File: src/rtl/ped_signal_ctrl_if.sv
// Handshake bundle between the pedestrian signal controller, the push-button,
// the one-second timebase and the vehicle traffic controller.
interface ped_signal_ctrl_if;
    logic       pulse_1s;
    logic       button;
    logic       red_light;
    logic       pedestrian;
    logic       walk;
    logic       dont_walk;
    logic [3:0] countdown;

    // Environment side: timebase, button and vehicle controller.
    modport master (
        output pulse_1s,
        output button,
        output red_light,
        input  pedestrian,
        input  walk,
        input  dont_walk,
        input  countdown
    );

    // Controller side.
    modport slave (
        input  pulse_1s,
        input  button,
        input  red_light,
        output pedestrian,
        output walk,
        output dont_walk,
        output countdown
    );
endinterface

File: src/rtl/ped_signal_ctrl.sv
// Pedestrian crossing controller: requests a vehicle red, then runs a steady
// WALK phase and a flashing DONT_WALK clearance countdown.
module ped_signal_ctrl #(
    parameter int unsigned WALK_TIME  = 5,  // 1..15 pulse_1s periods
    parameter int unsigned CLEAR_TIME = 4   // 1..15 pulse_1s periods
) (
    input  logic          clk,
    input  logic          rst,
    ped_signal_ctrl_if.slave bus
);

    localparam logic [3:0] WALK_LOAD  = 4'(WALK_TIME);
    localparam logic [3:0] CLEAR_LOAD = 4'(CLEAR_TIME);

    typedef enum logic [1:0] {
        IDLE  = 2'd0,
        WAIT  = 2'd1,
        WALK  = 2'd2,
        CLEAR = 2'd3
    } state_t;

    state_t     state;
    logic [3:0] counter;
    logic       pending;
    logic       flash;

    logic       btn_meta;
    logic       btn_sync;
    logic       btn_prev;
    logic [1:0] btn_settle;
    logic       red_prev;
    logic       red_valid;

    logic       pedestrian_q;
    logic       walk_q;
    logic       dont_walk_q;
    logic [3:0] countdown_q;

    logic       press;
    logic       red_rise;
    logic       last_second;

    // Presses are masked until the synchronizer has filled after reset, so a
    // button held through reset must be released and pressed again.
    assign press       = btn_sync & ~btn_prev & (btn_settle == 2'd0);
    assign red_rise    = bus.red_light & ~red_prev & red_valid;
    assign last_second = bus.pulse_1s & (counter == 4'd1);

    // NOTE: every register below is updated with non-blocking assignments so
    // all flops sample the same pre-edge values regardless of statement order.
    always_ff @(posedge clk) begin
        if (rst) begin
            state        <= IDLE;
            counter      <= 4'd0;
            pending      <= 1'b0;
            flash        <= 1'b0;
            btn_meta     <= 1'b0;
            btn_sync     <= 1'b0;
            btn_prev     <= 1'b0;
            btn_settle   <= 2'd3;
            red_prev     <= 1'b0;
            red_valid    <= 1'b0;
            pedestrian_q <= 1'b0;
            walk_q       <= 1'b0;
            dont_walk_q  <= 1'b1;
            countdown_q  <= 4'd0;
        end else begin
            btn_meta  <= bus.button;
            btn_sync  <= btn_meta;
            btn_prev  <= btn_sync;
            red_prev  <= bus.red_light;
            red_valid <= 1'b1;
            if (btn_settle != 2'd0) begin
                btn_settle <= btn_settle - 2'd1;
            end

            unique case (state)
                IDLE: begin
                    if (press || pending) begin
                        state        <= WAIT;
                        pending      <= 1'b0;
                        pedestrian_q <= 1'b1;
                    end
                    walk_q      <= 1'b0;
                    dont_walk_q <= 1'b1;
                    countdown_q <= 4'd0;
                end

                WAIT: begin
                    // Only a fresh red edge starts WALK; a red already showing
                    // may be about to end.
                    if (red_rise) begin
                        state        <= WALK;
                        counter      <= WALK_LOAD;
                        pedestrian_q <= 1'b0;
                        walk_q       <= 1'b1;
                        dont_walk_q  <= 1'b0;
                    end
                end

                WALK: begin
                    if (press) begin
                        pending <= 1'b1;
                    end
                    if (!bus.red_light) begin
                        state       <= IDLE;
                        counter     <= 4'd0;
                        flash       <= 1'b0;
                        walk_q      <= 1'b0;
                        dont_walk_q <= 1'b1;
                        countdown_q <= 4'd0;
                    end else if (last_second) begin
                        state       <= CLEAR;
                        counter     <= CLEAR_LOAD;
                        flash       <= 1'b1;
                        walk_q      <= 1'b0;
                        dont_walk_q <= 1'b1;
                        countdown_q <= CLEAR_LOAD;
                    end else if (bus.pulse_1s) begin
                        counter <= counter - 4'd1;
                    end
                end

                CLEAR: begin
                    if (press) begin
                        pending <= 1'b1;
                    end
                    if (!bus.red_light || last_second) begin
                        state       <= IDLE;
                        counter     <= 4'd0;
                        flash       <= 1'b0;
                        walk_q      <= 1'b0;
                        dont_walk_q <= 1'b1;
                        countdown_q <= 4'd0;
                    end else if (bus.pulse_1s) begin
                        counter     <= counter - 4'd1;
                        flash       <= ~flash;
                        dont_walk_q <= ~flash;
                        countdown_q <= counter - 4'd1;
                    end
                end

                default: begin
                    state <= IDLE;
                end
            endcase
        end
    end

    assign bus.pedestrian = pedestrian_q;
    assign bus.walk       = walk_q;
    assign bus.dont_walk  = dont_walk_q;
    assign bus.countdown  = countdown_q;

endmodule

File: src/flat_wrapper.sv
// flat-port wrapper written by rule: the top's interface ports become plain ports
module ped_signal_ctrl_flat 
#(
    parameter int unsigned WALK_TIME  = 5,                           
    parameter int unsigned CLEAR_TIME = 4                            
)
  (clk, rst, bus_pulse_1s, bus_button, bus_red_light, bus_pedestrian, bus_walk, bus_dont_walk, bus_countdown);
  ped_signal_ctrl_if bus_i ();
  input  logic clk;
  input  logic rst;
  input wire logic [$bits(bus_i.pulse_1s)-1:0] bus_pulse_1s;
  input wire logic [$bits(bus_i.button)-1:0] bus_button;
  input wire logic [$bits(bus_i.red_light)-1:0] bus_red_light;
  output wire logic [$bits(bus_i.pedestrian)-1:0] bus_pedestrian;
  output wire logic [$bits(bus_i.walk)-1:0] bus_walk;
  output wire logic [$bits(bus_i.dont_walk)-1:0] bus_dont_walk;
  output wire logic [$bits(bus_i.countdown)-1:0] bus_countdown;
  assign bus_i.pulse_1s = bus_pulse_1s;
  assign bus_i.button = bus_button;
  assign bus_i.red_light = bus_red_light;
  assign bus_pedestrian = bus_i.pedestrian;
  assign bus_walk = bus_i.walk;
  assign bus_dont_walk = bus_i.dont_walk;
  assign bus_countdown = bus_i.countdown;
  ped_signal_ctrl #(.WALK_TIME(WALK_TIME), .CLEAR_TIME(CLEAR_TIME)) u_core (.clk(clk), .rst(rst), .bus(bus_i));
endmodule
File: config.mk
export PLATFORM = sky130hd
export DESIGN_NAME = ped_signal_ctrl_flat
export DESIGN_NICKNAME = d
export VERILOG_FILES = /design/src/rtl/ped_signal_ctrl_if.sv /design/src/rtl/ped_signal_ctrl.sv /design/src/flat_wrapper.sv
export SDC_FILE = /design/constraint.sdc
export NUM_CORES = 1
export LEC_CHECK = 0
export ABC_AREA = 1
export BUFFER_PORTS_ARGS = -buffer_cell sky130_fd_sc_hd__buf_4
export CAP_MARGIN = 20
export CORE_MARGIN = 10
export CORE_UTILIZATION = 40
export CTS_CLUSTER_SIZE = 28
export DETAILED_ROUTE_END_ITERATION = 6
export GPL_TIMING_DRIVEN = 0
export REMOVE_ABC_BUFFERS = 1
export SYNTH_ARGS = -nofsm -noshare
export SYNTH_HDL_FRONTEND = slang
export SYNTH_SLANG_ARGS = --single-unit
export TNS_END_PERCENT = 100
File: constraint.sdc
create_clock -name clk -period 1.55 [get_ports clk]
set_clock_uncertainty 0.05 [all_clocks]
set_input_delay 0.0775 -clock clk [delete_from_list [all_inputs] [get_ports clk]]
set_output_delay 0.0775 -clock clk [all_outputs]
set_load 0.005 [all_outputs]
==> results.toml, run 1 <==
[setup_path]
timing.rr.end = "u_core.bus.countdown[1]"
timing.reg2reg.worst_path_depth = 5
timing.critical_path.required_ps = 1720
critPathMaxStageDelay_ps = 580
rr_startpoint = "u_core.state[1]"
cp_top_family = "flip-flops"
critPathBufInv = 0
crit_slowest_cell = "sky130_fd_sc_hd__dfxtp_1"
worst_path_cell_trace = "nand4_1, nand2_4, nor2_8, o21ai_1, nor2_1"
path_max_fanout = 8
timing.reg2reg.setup_slack_ps = 150
cp_data_arrival_time_ps = 1580
worst_setup_path_end_kind = "register"
cp-start-kind = "register"
criticalPathCategory = "register to register"

[timing]
report.final.setup_viol = 0
timing.final.max_slew_violations = 0
max_slew.worst_pin.slew_ps = 398.7
period_minus_ws_final_ps = 1403
timing.final.crit_share_pct = 90.54
hold_viol_final = 0
relSlewSlack_pct = 73.39
rsz_0062_raised_after_global_routing = "false"
achievable-frequency_mhz = 712.6
fin_setup_tns_ps = 0
worst_hold_margin_ps = 64.14

[finish]
areaGrowthSynthToFinish_pct = 13.99
antenna_cells = 0
nets = 189
layout.cell_area.non_filler_um2 = 1376
layout_common_cells = "sky130_fd_sc_hd__nand2_1 (38), sky130_fd_sc_hd__nor2_1 (22), sky130_fd_sc_hd__dfxtp_1 (22), sky130_fd_sc_hd__inv_1 (16), sky130_fd_sc_hd__buf_4 (11)"
fillers = 293
most_common_cell_after_layout_fill_and_taps_aside = "sky130_fd_sc_hd__nand2_1"
drive_above_1_share_pct = 19.44

[placed_design]
dpl.hpwl_um = 1728
gp_routability_congestion = 0.8210
numPortBuffers = 11
dpl-instance-area_um2 = 1284

[cts]
clkLatencyLatePin_ps = 310
tritoncts_buffer_count = 3
clk_pin_slew_worst_paths_ps = 130
number_of_levels_the_h_tree_was_split_into = 1
clock_tree_from_tritoncts = "built"
cts-root-to-sink-buffers = 2
clock-root-buffer = "sky130_fd_sc_hd__clkbuf_4"
clock_sink_count = 22
post_cts_resize_count = 0

[run_status]
run_status = "finished clean"

[drt]
detailroute.via_count = 1019
drt_wl_total_um = 2272
detail_route.drc_violations = 0
avgRoutedWirePerCell_um = 10.77
drt_pass1_iterations = 4
detailedRoute.firstIterationViolations = 20
viasPerCell = 4.829
drt.antenna.violating_nets = 0

[global_routing]
grt_first_pass_wirelength_um = 4209
first_global_vias = 969
grt_overflow = 0
antenna_found_initial = 0
grt_start_max_net_pins = 14
overall_fraction_of_global_route_tracks_in_use_pct = 9.461

[floorplanning]
floorplan.die_area_um2 = 5616
core_area_um2 = 2829
ios = 12
core.rowCount = 19
die-height_um = 74.94
initial_core_utilization_pct = 42.68
floorplan.die.width_um = 74.94

[synth]
synth_area_um2 = 1207
synth_seq_area_share_pct = 36.48
synthesis.yosys.warnings = 0
yosys_register_bits = 22
synth.lib_cells_used.distinct = 28
syn_avg_cell_area_um2 = 7.274
netlist_instances = 166

[pwr]
leakage_nw = 0.6921
max-vdd-ir-drop_uv = 599.4
power_per_cell_area_nw_per_um2 = 825.6

[min_path]
hold_start = "bus_pulse_1s"
min_path_cells = 4
hold_path.class = "input pin to register"
worstHoldEndpoint = "u_core.counter[3]"

[flow_run]
max_cap_violations = 0
-- cell type report --
type,instances,area (um2),share of cell area [%]
sequential,22,440.4,32.00
inverter,24,92.59,6.727
multi-input combinational,115,629.4,45.73
clock inverter,1,30.03,2.182
timing repair buffer,15,122.6,8.909
clock buffer,3,22.52,1.636
tap,31,38.79,2.818
-- tightest hold or removal path, delay by kind of cell --
family,cells,cell delay (ps)
compound gates,1,50
buf+inv,1,150
simple gates,2,110
-- flip-flops by register name, indices dropped and copies added (netlist names) --
signal,flops
u_core.pending,1
u_core.bus.countdown,4
u_core.bus.walk,1
u_core.state,2
u_core.btn_settle,2
u_core.btn_prev,1
u_core.btn_meta,1
u_core.counter,4
u_core.red_valid,1
u_core.btn_sync,1
u_core.bus.pedestrian,1
u_core.red_prev,1
u_core.bus.dont_walk,1
u_core.flash,1
-- how the worst max path moves through the flow --
stage / depth (start not counted) / start / to
after floorplan: 5 / u_core.state[1] / u_core.bus.countdown[1]
after detailed placement: 5 / u_core.state[1] / u_core.bus.countdown[1]
after CTS: 5 / u_core.state[1] / u_core.bus.countdown[1]
after global placement: 5 / u_core.state[1] / u_core.bus.countdown[1]
after global routing: 9 / u_core.counter[0] / u_core.bus.countdown[2]
final: 5 / u_core.state[1] / u_core.bus.countdown[1]
-- kinds of logic (layout without fill, tap and decap cells) --
kind of cell               count (synthesis)  in the layout  share of synthesized area, %
and+or+nand+nor                           89             89                         38.24
buffers and inverters                     29             43                         11.40
adders and majority gates                  3              3                         3.109
xor gates and xnor gates                   3              3                         2.177
AOI/OAI and AO/OA                         20             20                         8.601
DFF                                       22             22                         36.48
-- per-layer routing --
metal / track usage [%] / wire (um) / share of wire [%] / vias to the layer above
li1: - / - / - / 548
met1: 11.25 / 1151 / 51 / 460
met2: 15.33 / 1045 / 46 / 9
met3: 3.154 / 58 / 2.6 / 2
met4: 3.782 / 16 / 0.70 / 0
met5: 0 / 0 / 0 / -
-- synth_stat cells, drive strengths merged --
master | number | share of area (%)
nand3 | 13 | 7.9
nor3 | 2 | 0.83
nand4 | 4 | 2.1
nor2 | 26 | 11
dfxtp | 22 | 36
ha | 3 | 3.1
xor2 | 2 | 1.5
and3 | 1 | 0.52
xnor2 | 1 | 0.73
o21ai | 11 | 4.6
a21oi | 9 | 4.0
clkinv | 1 | 0.31
inv | 23 | 7.4
buf | 5 | 3.7
nand2 | 43 | 16
-- power breakdown --
part	internal, mW	switching, mW	leakage [nW]
Combinational	0.0417	0.0585	0.485
Clock	0.261	0.180	0.0279
Sequential	0.585	0.00947	0.179
-- through the flow --
step / util, % / setup WS [ps] / total power, mW / cells
finish: 48.65 / 146.6 / 1.136 / 211
detailed placement: 45.38 / 161.1 / 0.7000 / 203
global route: 48.65 / 7.919 / 1.203 / 211
CTS: 48.65 / 136.9 / 1.150 / 211
global placement: 45.38 / 169.8 / 0.6956 / 203
floorplan: - / 289.4 / 0.6627 / 161
-- repair_timing --
action                    CTS  global route
hold buffers                4             0
setup buffers               0             0
hold endpoints to repair    9             0
No activity file was read; power rests on OpenSTA's default activity.
==> run 2: changes to the inputs <==
- CELL_PAD_IN_SITES_DETAIL_PLACEMENT: unset -> 2
- CELL_PAD_IN_SITES_GLOBAL_PLACEMENT: unset -> 2
- CORE_UTILIZATION: 40 -> 32
- PLACE_DENSITY_LB_ADDON: unset -> 0.1
==> results.toml, run 2 (synthesis gave the netlist of run 1 again) <==
[timing]
timing.final.crit_share_pct = 88.98
final.setup.worst_slack_ps = 170.8
max_slew.worst_pin.slew_ps = 344.0
hold_viol_final = 0
relSlewSlack_pct = 77.04
report.final.setup_viol = 0
period_minus_ws_final_ps = 1379
achievable-frequency_mhz = 725.0
timing.final.max_slew_violations = 0
rsz_0062_raised_after_global_routing = "true"

[finish]
drive_above_1_share_pct = 21.02
antenna_cells = 0
layout_common_cells = "sky130_fd_sc_hd__nand2_1 (38), sky130_fd_sc_hd__nor2_1 (21), sky130_fd_sc_hd__dfxtp_1 (21), sky130_fd_sc_hd__inv_1 (16), sky130_fd_sc_hd__buf_4 (11)"
areaGrowthSynthToFinish_pct = 12.85
most_common_cell_after_layout_fill_and_taps_aside = "sky130_fd_sc_hd__nand2_1"
stdcell_count = 224
fillers = 440
nets = 186

[global_routing]
grt_start_max_net_pins = 14
grt_first_pass_wirelength_um = 5685
overall_fraction_of_global_route_tracks_in_use_pct = 10.79
antenna_found_initial = 0
first_global_vias = 1168
grt_overflow = 0

[setup_path]
crit_slowest_cell = "sky130_fd_sc_hd__dfxtp_1"
cp_top_family = "simple AND/OR/NAND/NOR gates"
critPathBufInv = 2
cp-start-kind = "register"
worst_setup_path_end_kind = "register"
criticalPathCategory = "register to register"
timing.critical_path.required_ps = 1670
cp_data_arrival_time_ps = 1500
timing.reg2reg.setup_slack_ps = 170
critPathMaxStageDelay_ps = 300
worst_path_cell_trace = "inv_1, ha_2, nand3_4, nand2_4, inv_4, nor2_8, nand2_1, nand2_1, nor2_1"
path_max_fanout = 6
crit_top_cell = "sky130_fd_sc_hd__nand2_1"

[cts]
clk_pin_slew_worst_paths_ps = 80
clock_tree_from_tritoncts = "built"
clock_sink_count = 22
number_of_levels_the_h_tree_was_split_into = 1
clkLatencyLatePin_ps = 260
cts-root-to-sink-buffers = 2
tritoncts_buffer_count = 3
clock-root-buffer = "sky130_fd_sc_hd__clkbuf_8"
post_cts_buffers = 0

[drt]
met1Wirelength_um = 1353
avgRoutedWirePerCell_um = 14.49
drt.antenna.violating_nets = 0
detailroute.via_count = 1066
drt_pass1_iterations = 3
top_layer = "met4"
detailedRoute.firstIterationViolations = 61
met2RoutedLength_um = 1763
viasPerCell = 4.759
detail_route.drc_violations = 0
drt_wl_total_um = 3245
met3_wirelength_um = 90

[min_path]
hold_path.class = "input pin to register"

[pwr]
power_per_cell_area_nw_per_um2 = 772.3
max-vdd-ir-drop_uv = 356.9
leakage_nw = 0.6709

[floorplanning]
floorplan.die_area_um2 = 6630
floorplan.die.width_um = 81.43
core_area_um2 = 3661
die-height_um = 81.43
ios = 12
initial_core_utilization_pct = 32.98
core.rowCount = 22

[placed_design]
dpl.hpwl_um = 2580
pre_cts_slack_ps = 97.98
gp_routability_congestion = 0.7644
dp_cells = 220
numPortBuffers = 11

[run_status]
run_status = "finished clean"

[flow_run]
max_cap_violations = 0
## run 2: worst reg2reg max path, delay by kind of cell (launching register included)
kind,cells,cell delay [ps]
AND/OR/NAND/NOR,6,540
buffers and inverters,2,170
adder cells (fa/ha/maj),1,230
flip-flops,1,300
## run 2: area by class of cell
cell class                 count  area, um2  share of cell area, %
multi-input combinational    115      634.4                  46.56
sequential                    22      441.7                  32.42
timing repair buffer          12      92.59                  6.795
inverter                      24      92.59                  6.795
tap                           48      60.06                  4.408
clock buffer                   3      41.29                  3.030
## run 2: what timing repair did
item,CTS,global route
endpoints found under the setup margin,0,6
resized for setup,0,3
hold endpoints to repair,1,0
hold buffers,1,0
## run 2: metrics by stage
step                      power, mW  setup TNS (ps)  area [um2]  util, %  hold slack [ps]
after floorplan              0.6627               0        1162        -            89.94
after global placement       0.6988               0        1305    35.65            229.5
after detailed placement     0.7075               0        1305    35.65            245.2
after CTS                     1.078               0        1356    37.05            29.90
after global routing          1.125          -9.404        1363    37.22            29.28
final                         1.052               0        1363    37.22            24.43
## run 2: per-layer routing
layer / track usage, % / vias to the layer above
met1: 11.86 / 514
met5: 0 / -
met3: 2.402 / 5
met4: 3.633 / 0
li1: - / 538
met2: 19.91 / 9
## run 2: report_power, final
group,switching (mW),leakage [nW],internal (mW)
Combinational,0.0610,0.470,0.0368
Clock,0.186,0.0216,0.174
Sequential,0.0109,0.180,0.584
## run 2: final timing paths
check / startpoint / endpoint / depth (start not counted)
setup / recovery: u_core.counter[1] / u_core.bus.countdown[0] / 9
setup reg to reg: u_core.counter[1] / u_core.bus.countdown[0] / 9
hold / removal: rst / u_core.bus.countdown[2] / 2
hold reg to reg: u_core.btn_meta / u_core.btn_sync / 2
